<file path="src/rtl/vga_rect_fill.sv">
// rtl/vga_rect_fill.sv - rectangle fill engine driving the video buffer write port
// Optional outline mode: define VGA_RECT_OUTLINE_EN.
module vga_rect_fill #(
    parameter int COORD_W = 11,
    parameter int COLOR_W = 2,
    parameter int MAX_X   = 1280,
    parameter int MAX_Y   = 1024
) (
    input  logic               clk_i,
    input  logic               arstn_i,
    input  logic               cmd_valid_i,
    output logic               cmd_ready_o,
    input  logic [COORD_W-1:0] cmd_x0_i,
    input  logic [COORD_W-1:0] cmd_y0_i,
    input  logic [COORD_W-1:0] cmd_x1_i,
    input  logic [COORD_W-1:0] cmd_y1_i,
    input  logic [COLOR_W-1:0] cmd_color_i,
`ifdef VGA_RECT_OUTLINE_EN
    input  logic               cmd_outline_i,
`endif
    input  logic               pause_i,
    output logic [COLOR_W-1:0] color_o,
    output logic [COORD_W-1:0] addr_x_o,
    output logic [COORD_W-1:0] addr_y_o,
    output logic               we_o,
    output logic               busy_o,
    output logic               done_o
);

    typedef enum logic [1:0] {
        IDLE = 2'd0,
        FILL = 2'd1,
        DONE = 2'd2
    } state_t;

    localparam logic [COORD_W-1:0] X_LAST  = COORD_W'(MAX_X - 1);
    localparam logic [COORD_W-1:0] Y_LAST  = COORD_W'(MAX_Y - 1);
    localparam logic [COORD_W:0]   X_LIMIT = (COORD_W + 1)'(MAX_X);
    localparam logic [COORD_W:0]   Y_LIMIT = (COORD_W + 1)'(MAX_Y);

    state_t             state_q, state_d;
    logic [COORD_W-1:0] x_q, x_d;
    logic [COORD_W-1:0] y_q, y_d;
    logic [COORD_W-1:0] xl_q, xl_d;
    logic [COORD_W-1:0] xh_q, xh_d;
    logic [COORD_W-1:0] yh_q, yh_d;
    logic [COLOR_W-1:0] color_q, color_d;
`ifdef VGA_RECT_OUTLINE_EN
    logic [COORD_W-1:0] yl_q, yl_d;
    logic               outline_q, outline_d;
`endif

    logic [COORD_W-1:0] xl_n, xh_raw, xh_n;
    logic [COORD_W-1:0] yl_n, yh_raw, yh_n;
    logic               off_screen;
    logic               skip_interior;

    // Normalised, clipped bounds of the command currently on the inputs
    always_comb begin
        xl_n       = (cmd_x0_i < cmd_x1_i) ? cmd_x0_i : cmd_x1_i;
        xh_raw     = (cmd_x0_i < cmd_x1_i) ? cmd_x1_i : cmd_x0_i;
        yl_n       = (cmd_y0_i < cmd_y1_i) ? cmd_y0_i : cmd_y1_i;
        yh_raw     = (cmd_y0_i < cmd_y1_i) ? cmd_y1_i : cmd_y0_i;
        xh_n       = (xh_raw > X_LAST) ? X_LAST : xh_raw;
        yh_n       = (yh_raw > Y_LAST) ? Y_LAST : yh_raw;
        off_screen = ({1'b0, xl_n} >= X_LIMIT) || ({1'b0, yl_n} >= Y_LIMIT);
    end

`ifdef VGA_RECT_OUTLINE_EN
    assign skip_interior = outline_q && (y_q != yl_q) && (y_q != yh_q) && (x_q == xl_q);
`else
    assign skip_interior = 1'b0;
`endif

    always_comb begin
        state_d = state_q;
        x_d     = x_q;
        y_d     = y_q;
        xl_d    = xl_q;
        xh_d    = xh_q;
        yh_d    = yh_q;
        color_d = color_q;
`ifdef VGA_RECT_OUTLINE_EN
        yl_d      = yl_q;
        outline_d = outline_q;
`endif
        case (state_q)
            IDLE: begin
                if (cmd_valid_i) begin
                    if (off_screen) begin
                        state_d = DONE;
                    end else begin
                        state_d = FILL;
                        x_d     = xl_n;
                        y_d     = yl_n;
                        xl_d    = xl_n;
                        xh_d    = xh_n;
                        yh_d    = yh_n;
                        color_d = cmd_color_i;
`ifdef VGA_RECT_OUTLINE_EN
                        yl_d      = yl_n;
                        outline_d = cmd_outline_i;
`endif
                    end
                end
            end
            FILL: begin
                // Compare against end values before incrementing so xh/yh at full scale never wrap
                if (!pause_i) begin
                    if (x_q == xh_q && y_q == yh_q) begin
                        state_d = DONE;
                    end else if (x_q == xh_q) begin
                        x_d = xl_q;
                        y_d = y_q + 1'b1;
                    end else if (skip_interior) begin
                        x_d = xh_q;
                    end else begin
                        x_d = x_q + 1'b1;
                    end
                end
            end
            DONE: begin
                state_d = IDLE;
            end
            default: begin
                state_d = IDLE;
            end
        endcase
    end

    always_ff @(posedge clk_i or negedge arstn_i) begin
        if (!arstn_i) begin
            state_q <= IDLE;
            x_q     <= '0;
            y_q     <= '0;
            xl_q    <= '0;
            xh_q    <= '0;
            yh_q    <= '0;
            color_q <= '0;
`ifdef VGA_RECT_OUTLINE_EN
            yl_q      <= '0;
            outline_q <= 1'b0;
`endif
        end else begin
            state_q <= state_d;
            x_q     <= x_d;
            y_q     <= y_d;
            xl_q    <= xl_d;
            xh_q    <= xh_d;
            yh_q    <= yh_d;
            color_q <= color_d;
`ifdef VGA_RECT_OUTLINE_EN
            yl_q      <= yl_d;
            outline_q <= outline_d;
`endif
        end
    end

    assign cmd_ready_o = (state_q == IDLE) && arstn_i;
    assign busy_o      = (state_q == FILL) || (state_q == DONE);
    assign done_o      = (state_q == DONE);
    assign we_o        = (state_q == FILL) && !pause_i;
    assign addr_x_o    = x_q;
    assign addr_y_o    = y_q;
    assign color_o     = color_q;

endmodule

</file>
<file path="config.mk">
export PLATFORM = sky130hd
export DESIGN_NAME = vga_rect_fill
export DESIGN_NICKNAME = d
export VERILOG_FILES = /design/src/rtl/vga_rect_fill.sv
export SDC_FILE = /design/constraint.sdc
export NUM_CORES = 1
export LEC_CHECK = 0
export ABC_CLOCK_PERIOD_IN_PS = 2800
export CAP_MARGIN = 10
export CORE_ASPECT_RATIO = 2
export CORE_MARGIN = 2
export CORE_UTILIZATION = 54
export CTS_CLUSTER_SIZE = 10
export DETAILED_ROUTE_END_ITERATION = 10
export GPL_TIMING_DRIVEN = 0
export PLACE_DENSITY = 0.82
export SYNTH_ARGS = -nofsm -noshare
export SYNTH_HDL_FRONTEND = slang
export SYNTH_SLANG_ARGS = --single-unit
</file>
<file path="constraint.sdc">
create_clock -name clk_i -period 2.8 [get_ports clk_i]
set_input_delay 0.56 -clock clk_i [delete_from_list [all_inputs] [get_ports clk_i]]
set_output_delay 0.56 -clock clk_i [all_outputs]
set_load 0.05 [all_outputs]
</file>
==> results of run 1 <==
## area by class of cell
| type | instances | area (sq um) |
|---|---|---|
| buffer | 21 | 160.2 |
| inverter | 44 | 165.2 |
| clock buffer | 12 | 246.5 |
| timing repair buffer | 95 | 970.9 |
| multi-input combinational | 355 | 3112 |
| tap | 96 | 120.1 |
| clock inverter | 3 | 15.01 |
| sequential | 59 | 1476 |
| fill | 489 | 1677 |
## timing repair
item | 4_1_cts | 5_1_grt
pin swaps | 27 | 18
buffers inserted | 14 | 2
endpoints found under the setup margin | 58 | 54
gates resized for setup | 109 | 49
cloned | 1 | 0
endpoints found under the hold margin | 0 | 0
## logic make-up (layout without fill, tap and decap cells)
group,Yosys count,count (layout),synth area share
multiplexers,72,72,0.1724
AO/OA/AOI/OAI,100,100,0.1555
AND/OR/NAND/NOR,127,127,0.1445
adder cells (fa/ha/maj),25,25,0.07042
XOR/XNOR,31,31,0.06113
flip-flops,59,59,0.3324
buffers and inverters,65,175,0.06366
## state kept, by name (all words and copies together), names as in the netlist
| signal | flops |
|---|---|
| yh_q | 11 |
| color_o | 2 |
| xh_q | 11 |
| addr_y_o | 11 |
| xl_q | 11 |
| addr_x_o | 11 |
| state_q | 2 |
## layout by cell type, fill, tap and decap left out, types with 13 or more instances in the layout
cell type / n
clkdlybuf4s50_1: 34
dlymetal6s2s_1: 14
dfrtp_1: 59
a21oi_1: 13
dlygate4sd2_1: 24
nand2_1: 45
mux2_2: 35
mux2i_1: 34
inv_1: 33
xor2_1: 14
nor2_1: 14
xnor2_1: 17
## per-layer routing
metal | share of wire | wire (um) | vias to the layer above | GRT usage
met5 | 0 | 0 | - | 0
met4 | 0.065 | 975 | 0 | 0.2556
met3 | 0.039 | 584 | 65 | 0.04868
met2 | 0.57 | 8566 | 200 | 0.5960
met1 | 0.33 | 4945 | 2186 | 0.3434
li1 | - | - | 1955 | -
## power groups by stage
| stage | logic [mW] | registers (mW) | clock network (mW) |
|---|---|---|---|
| 4_1_cts | 3.48 | 1.73 | 0.986 |
| 3_5_place_dp | 3.22 | 1.74 | 0 |
| 3_3_place_gp | 3.13 | 1.71 | 0 |
| 2_1_floorplan | 1.70 | 2.21 | 0 |
| 5_1_grt | 3.81 | 1.81 | 1.02 |
| 6_report | 3.61 | 1.77 | 0.997 |
## through the flow
stage	hold slack (ns)	std cells
floorplan	0.2644	479
global placement	0.4887	652
detailed placement	0.4991	653
CTS	0.1821	683
global route	0.2128	685
finish	0.1702	685
## worst reg2reg max path, stage by stage, from the launching register on
cell and delay [ns]:
dfrtp_1 0.48, xor2_1 0.22, nor4_2 0.41, nand3_2 0.29, clkbuf_1 0.37, a32oi_1 0.33
o41ai_1 0.13, a221o_1 0.29
## worst max-delay path by stage
stage                                 startpoint                      end
after global placement                   arstn_i              cmd_ready_o
after global routing                 cmd_x1_i[5]  addr_y_o[3]$_DFFE_PN0P_
after CTS                            cmd_x0_i[7]      xh_q[8]$_DFFE_PN0P_
after detailed placement             cmd_y1_i[6]  addr_y_o[9]$_DFFE_PN0P_
final                                cmd_x1_i[5]  addr_x_o[7]$_DFFE_PN0P_
after floorplan           state_q[1]$_DFFE_PN0P_  addr_y_o[0]$_DFFE_PN0P_
## cells in the mapped netlist, types with 11 or more instances
cell	number
nand2_1	51
o211ai_1	12
xor2_1	14
nor3_1	11
ha_1	25
mux2i_1	36
nor2_1	18
xnor2_1	17
a21oi_1	23
o21ai_0	15
inv_1	44
nand3_1	13
dfrtp_1	59
mux2_2	36
==> metrics.md, run 1 <==
| Metric | Value |
|---|---|
| Post-synth EDFFs | `0` |
| Core area | `7943 sq um` |
| Internal power | `3.370 mW` |
| Worst Tran Pin Value | `0.6094 ns` |
| # diodes | `0` |
| Initial antenna violation count | `0` |
| Final Hold Fails | `0` |
| Final instance area | `6266 sq um` |
| Total gr overflow | `0` |
| Worst R2R End | `addr_y_o[0]$_DFFE_PN0P_` |
| FP Rows | `46` |
| Die width | `68.13 um` |
| H-tree levels | `3` |
| GRT Total Usage | `0.3416` |
| Syn avg cell area | `9.273 sq um` |
| RSZ-0062 raised after global routing | `true` |
| Setup TNS | `0 ns` |
| Vias per cell | `6.432` |
| Register share of total power | `0.277` |
| Comb power frac | `0.566` |
| Vias in the first global route | `4740` |
| Maximum clock insertion buffer count | `2` |
| Initial DRC count | `315` |
| Slowest-stage cell, CP | `mux2_2` |
| Crit Path Max Fanout | `10` |
| Cells along the critical path | `dlygate4sd2_1 -> inv_1 -> ha_2 -> nand2_2 -> nor2_2 -> a21oi_2 -> o31a_1 -> buf_6 -> a41oi_4 -> nor2_2 -> buf_6 -> mux2_2` |
| Clock Power Share | `0.156` |
| Synth unique cells | `54` |
| Total Wirelength | `15.07 mm` |
| IO buf count | `77` |
| Top cells by area, synth | `dfrtp_1, mux2_2, mux2i_1` |
| Slew Viols, Final | `0` |
| Maxcap violations | `0` |
| First-pass GRT wire length | `22.98 mm` |
| Worst-path clk slew | `0.05 ns` |
| Final Critical Period | `2.762 ns` |
| Hold Buf Count CTS | `0` |
| CTS buffer count | `9` |
| Stages on worst setup path | `12` |
| Final core occ | `0.7889` |
| Die area | `9011 sq um` |
| Main synth FF type | `dfrtp_1` |
| Share of layout cells above drive strength 1 | `0.2716` |
| Power Dens Cells | `1017 nW/um^2` |
| Mapped Cells | `479` |
| Crit. End Element | `flop` |
| Starting Density | `0.5592` |
| Synth warn | `0` |
| Vert. Die Dim | `132.3 um` |
| Fmax | `0.3620 GHz` |
| Setup WS post-layout | `0.03785 ns` |
| CP peak stage delay | `0.36 ns` |
| Yosys reg bits | `59` |
| Status | `complete, no violations` |
| Total power | `6.375 mW` |
| Top cell type's share of synthesized area | `0.3324` |
| Worst VDD drop | `0.7566 mV` |
| Routability cong. | `0.9159` |
| Startpoint Class | `primary input` |
| Slew HR | `0.5937` |
| Worst path bufs/invs | `4` |
| Critical path class | `primary input to flop` |
| Wirelength per Cell | `22.00 um` |
| Pleak | `2.706 nW` |
| Share of the yosys chip area belonging to registers | `0.3324` |
| Setup violations, final | `0` |
| Clock skew | `0.008942 ns` |
| Worst slack at placement | `-0.9153 ns` |
| Flop-to-flop setup slack | `0.16 ns` |
| Synthesized cell area | `4442 sq um` |
| Syn_nets | `554` |
| Vias | `4406` |
| Hpwl dp | `10.12 mm` |
| Ports | `78` |
| Drt pass-1 iters | `4` |
| Switch Pwr | `3.005 mW` |
| # DRC | `0` |
| Critical Path AT | `2.98 ns` |
| Layout Area Growth over Synthesis | `41.07%` |
| Root Buffer | `clkbuf_16` |
| Area leader, netlist | `dfrtp_1` |
| Largest net degree at the start of global routing | `43` |
| Hold WC Path Type | `primary input to async pin` |
| Worst r2r src | `addr_x_o[2]$_DFFE_PN0P_` |
| Area after DPL | `5348 sq um` |
| # nets final | `660` |
| Worst skew pair latency | `0.34 ns` |
| WP data required | `3.02 ns` |
| Final ANT Viol Nets | `0` |
| TritonCTS clock tree | `done` |
| Cell count of the worst reg-to-reg path | `7` |
| Net Sw Frac | `0.4713` |
| TritonCTS Sinks | `59` |
| Post-synth ARST share | `1.000` |
| Top delay family on crit path | `buffers and inverters` |
| Period utilisation layout | `0.9865` |
Power figures use the tool's default switching activity.
==> inputs of run 2 (changes only) <==
--- a/config.mk
+++ b/config.mk
@@ -5,15 +5,17 @@
 export SDC_FILE = /design/constraint.sdc
 export NUM_CORES = 1
 export LEC_CHECK = 0
+export ABC_AREA = 1
 export ABC_CLOCK_PERIOD_IN_PS = 2800
 export CAP_MARGIN = 10
 export CORE_ASPECT_RATIO = 2
 export CORE_MARGIN = 2
-export CORE_UTILIZATION = 54
+export CORE_UTILIZATION = 55
 export CTS_CLUSTER_SIZE = 10
 export DETAILED_ROUTE_END_ITERATION = 10
 export GPL_TIMING_DRIVEN = 0
-export PLACE_DENSITY = 0.82
+export PLACE_DENSITY = 0.83
+export SLEW_MARGIN = 40
 export SYNTH_ARGS = -nofsm -noshare
 export SYNTH_HDL_FRONTEND = slang
 export SYNTH_SLANG_ARGS = --single-unit
==> run 2 against run 1 <==
  * Die area grew 4.6%
  * Clock skew grew 0.00069 ns
  * Register-to-register slack gained 0.42 ns
  * Total power grew 3.0%
  * Sequential power is essentially flat
  * Global-route usage shrank 1.4 points
  * Critical path depth grew 3
  * Synthesized cell count grew 48%
==> metrics.md, run 2 <==
| Metric | Value |
|---|---|
| Synthesized cell area | `4742 sq um (+6.8%)` |
| Top cell type's share of synthesized area | `0.3113 (-0.02105)` |
| Most frequent cell after synthesis | `nand2_1` |
| Commonest non-fill, non-tap cell in the layout | `nand2_1` |
| CP peak stage delay | `0.45 ns (+0.09 ns)` |
| Crit. End Element | `flop` |
| Root Buffer | `clkbuf_16` |
| # diodes | `0 (unchanged)` |
| Clock skew | `0.009632 ns (+0.0006894 ns)` |
| Final core occ | `0.7173 (-0.07163)` |
| Die width | `69.66 um (+2.2%)` |
| Pleak | `3.105 nW (+15%)` |
| Layout Area Growth over Synthesis | `29.00%` |
| Share of the yosys chip area belonging to registers | `0.3113 (-0.02105)` |
| IO buf count | `77 (unchanged)` |
| Comb power frac | `0.569 (+0.003)` |
| Synth unique cells | `38 (-30%)` |
| Fill count | `682 (+39%)` |
| Worst-path clk slew | `0.05 ns (about the same)` |
| Setup violations, final | `0 (unchanged)` |
| Vias in the first global route | `5379 (+13%)` |
| Total power | `6.567 mW (+3.0%)` |
| # nets final | `876 (+33%)` |
| Final instance area | `6117 sq um (-2.4%)` |
| Worst skew pair latency | `0.34 ns (about the same)` |
| Core area | `8528 sq um (+7.4%)` |
| Status | `complete, no violations` |
| Final ANT Viol Nets | `0 (unchanged)` |
| Yosys reg bits | `59 (unchanged)` |
| Vias per cell | `5.679 (-12%)` |
| Post-synth EDFFs | `0 (unchanged)` |
| Total Wirelength | `14.96 mm (-0.74%)` |
| Initial DRC count | `388 (+23%)` |
| Top cells by area, synth | `dfrtp_1, nand2_1, ha_1` |
| Hold Buf Count CTS | `0 (unchanged)` |
| TritonCTS clock tree | `done` |
| Setup TNS | `0 ns (unchanged)` |
| Hpwl dp | `11.68 mm (+15%)` |
| First-pass GRT wire length | `24.06 mm (+4.7%)` |
| Synth warn | `0 (unchanged)` |
| Setup WS post-layout | `0.1114 ns (+0.07359 ns)` |
| Worst Tran Pin Value | `0.6777 ns (+0.06834 ns)` |
| Maximum clock insertion buffer count | `2 (unchanged)` |
| Register share of total power | `0.265 (-0.012)` |
| Largest net degree at the start of global routing | `43 (unchanged)` |
| Final Hold Fails | `0 (unchanged)` |
| Most frequent cells in the layout | `nand2_1, inv_1, clkdlybuf4s50_1` |
| TritonCTS Sinks | `59 (unchanged)` |
| CTS buffer count | `9 (unchanged)` |
| Wirelength per Cell | `16.51 um (-25%)` |
| Worst slack at placement | `-0.4300 ns (+0.4853 ns)` |
| Area leader, netlist | `dfrtp_1` |
| Worst VDD drop | `0.6463 mV (-15%)` |
| Total gr overflow | `0 (unchanged)` |
| Final Critical Period | `2.689 ns (-0.07359 ns)` |
| Crit Path Max Fanout | `10 (unchanged)` |
| Top delay family on crit path | `simple AND/OR/NAND/NOR gates` |
| Slew Viols, Final | `0 (unchanged)` |
| Mapped Cells | `708 (+48%)` |
| Routability cong. | `0.9248 (+0.97%)` |
| Starting Density | `0.5560 (-0.003187)` |
| Share of layout cells above drive strength 1 | `0.1117 (-0.1600)` |
| Internal power | `3.314 mW (-1.7%)` |
| Clock Power Share | `0.165 (+0.009)` |
| Worst path bufs/invs | `5 (+1)` |
| Initial antenna violation count | `0 (unchanged)` |
| # DRC | `0 (unchanged)` |
| Top post-synthesis cells by count | `nand2_1, inv_1, dfrtp_1` |
| Switch Pwr | `3.253 mW (+8.3%)` |
| Slowest-stage cell, CP | `clkdlybuf4s50_1` |
| Net Sw Frac | `0.4953 (+0.02401)` |
| Vias | `5145 (+17%)` |
| Period utilisation layout | `0.9602 (-0.02628)` |
| H-tree levels | `3 (unchanged)` |
| Slew HR | `0.5457 (-0.04802)` |
| Power Dens Cells | `1074 nW/um^2 (+5.5%)` |
| Post-synth ARST share | `1.000 (unchanged)` |
| Hold WC Path Type | `primary input to async pin` |
| Area after DPL | `5655 sq um (+5.8%)` |
| Main synth FF type | `dfrtp_1` |
| Die area | `9425 sq um (+4.6%)` |
| FP Rows | `48 (+4.3%)` |
| WP data required | `3.02 ns (about the same)` |
| Syn_nets | `783 (+41%)` |
| Cells along the critical path | `clkdlybuf4s50_1 -> inv_1 -> ha_1 -> a21oi_1 -> nor2_1 -> nor3_4 -> nand4_1 -> nand2_1 -> nand2_4 -> nor2_4 -> buf_8 -> inv_4 -> buf_6 -> nand2_2 -> o21ai_2` |
| Vert. Die Dim | `135.3 um (+2.3%)` |
| Syn avg cell area | `6.698 sq um (-28%)` |
| Ports | `78 (unchanged)` |
| Startpoint Class | `primary input` |
| Fmax | `0.3719 GHz (+2.7%)` |
| GRT Total Usage | `0.3272 (-0.01434)` |
| Critical path class | `primary input to flop` |
| Maxcap violations | `0 (unchanged)` |
| Drt pass-1 iters | `7 (+3)` |
| Critical Path AT | `2.91 ns (-0.07 ns)` |
## run 2: repair_timing
action | CTS | global route
resized for setup | 8 | 39
setup endpoints to repair | 8 | 58
pin swaps | 0 | 5
setup buffers | 0 | 4
## run 2: per-layer routing
layer,routed length (um),part of all wire,vias up,track usage
met4,1510,0.10,0,0.3109
met2,7978,0.53,244,0.6015
met5,0,0,-,0
met1,4785,0.32,2339,0.2860
met3,685,0.046,107,0.06473
li1,-,-,2455,-
## run 2: power groups by stage
stage | Sequential, mW | Clock [mW] | Combinational (mW)
2_1_floorplan | 2.18 | 0 | 2.04
3_3_place_gp | 1.71 | 0 | 3.52
3_5_place_dp | 1.73 | 0 | 3.63
4_1_cts | 1.73 | 1.09 | 3.65
5_1_grt | 1.79 | 1.12 | 4.08
6_report | 1.74 | 1.09 | 3.74
## run 2: kinds of logic after synthesis
logic type | after synthesis | synth area share
AOI/OAI and AO/OA | 69 | 0.08971
xor gates and xnor gates | 24 | 0.04433
adders and majority gates | 25 | 0.06596
buffers and inverters | 113 | 0.1045
DFF | 59 | 0.3113
and+or+nand+nor | 418 | 0.3842
## run 2: final timing paths
| check | start | slack [ns] | to | depth (start not counted) |
|---|---|---|---|---|
| max in group asynchronous | arstn_i | 2.18 | addr_x_o[8]$_DFFE_PN0P_ | 2 |
| min in group clk_i | color_o[1]$_DFFE_PN0P_ | 0.47 | color_o[1]$_DFFE_PN0P_ | 2 |
| setup / recovery | cmd_y1_i[8] | 0.11 | xl_q[2]$_DFFE_PN0P_ | 15 |
| hold reg to reg | color_o[1]$_DFFE_PN0P_ | 0.47 | color_o[1]$_DFFE_PN0P_ | 2 |
| setup reg to reg | state_q[1]$_DFFE_PN0P_ | 0.58 | addr_y_o[3]$_DFFE_PN0P_ | 11 |
| hold / removal | arstn_i | 0.11 | xh_q[7]$_DFFE_PN0P_ | 1 |
## run 2: layout make-up
| type | instances | area (sq um) | share of cell area |
|---|---|---|---|
| well taps | 100 | 125.1 | 0.02045 |
| clock buffers | 14 | 254.0 | 0.04152 |
| clock inverters | 2 | 35.03 | 0.005727 |
| multi-input cells | 536 | 2889 | 0.4723 |
| plain buffers | 33 | 207.7 | 0.03395 |
| repair buffers | 82 | 827.0 | 0.1352 |
| flip-flops and latches | 59 | 1476 | 0.2414 |
| inverters | 80 | 302.8 | 0.04950 |
## run 2: stage by stage
step / instances / hold WS, ns
floorplan: 708 / 0.2644
global placement: 885 / 0.4559
detailed placement: 886 / 0.4537
CTS: 902 / 0.1109
global route: 906 / 0.1292
finish: 906 / 0.1067
==> inputs of run 3 (changes only) <==
--- a/config.mk
+++ b/config.mk
@@ -11,6 +11,7 @@
 export CORE_ASPECT_RATIO = 2
 export CORE_MARGIN = 2
 export CORE_UTILIZATION = 55
+export CTS_CLUSTER_DIAMETER = 200
 export CTS_CLUSTER_SIZE = 10
 export DETAILED_ROUTE_END_ITERATION = 10
 export GPL_TIMING_DRIVEN = 0
==> results of run 3 <==
No change in the layout: final DEF, timing and power equal those of run 2.
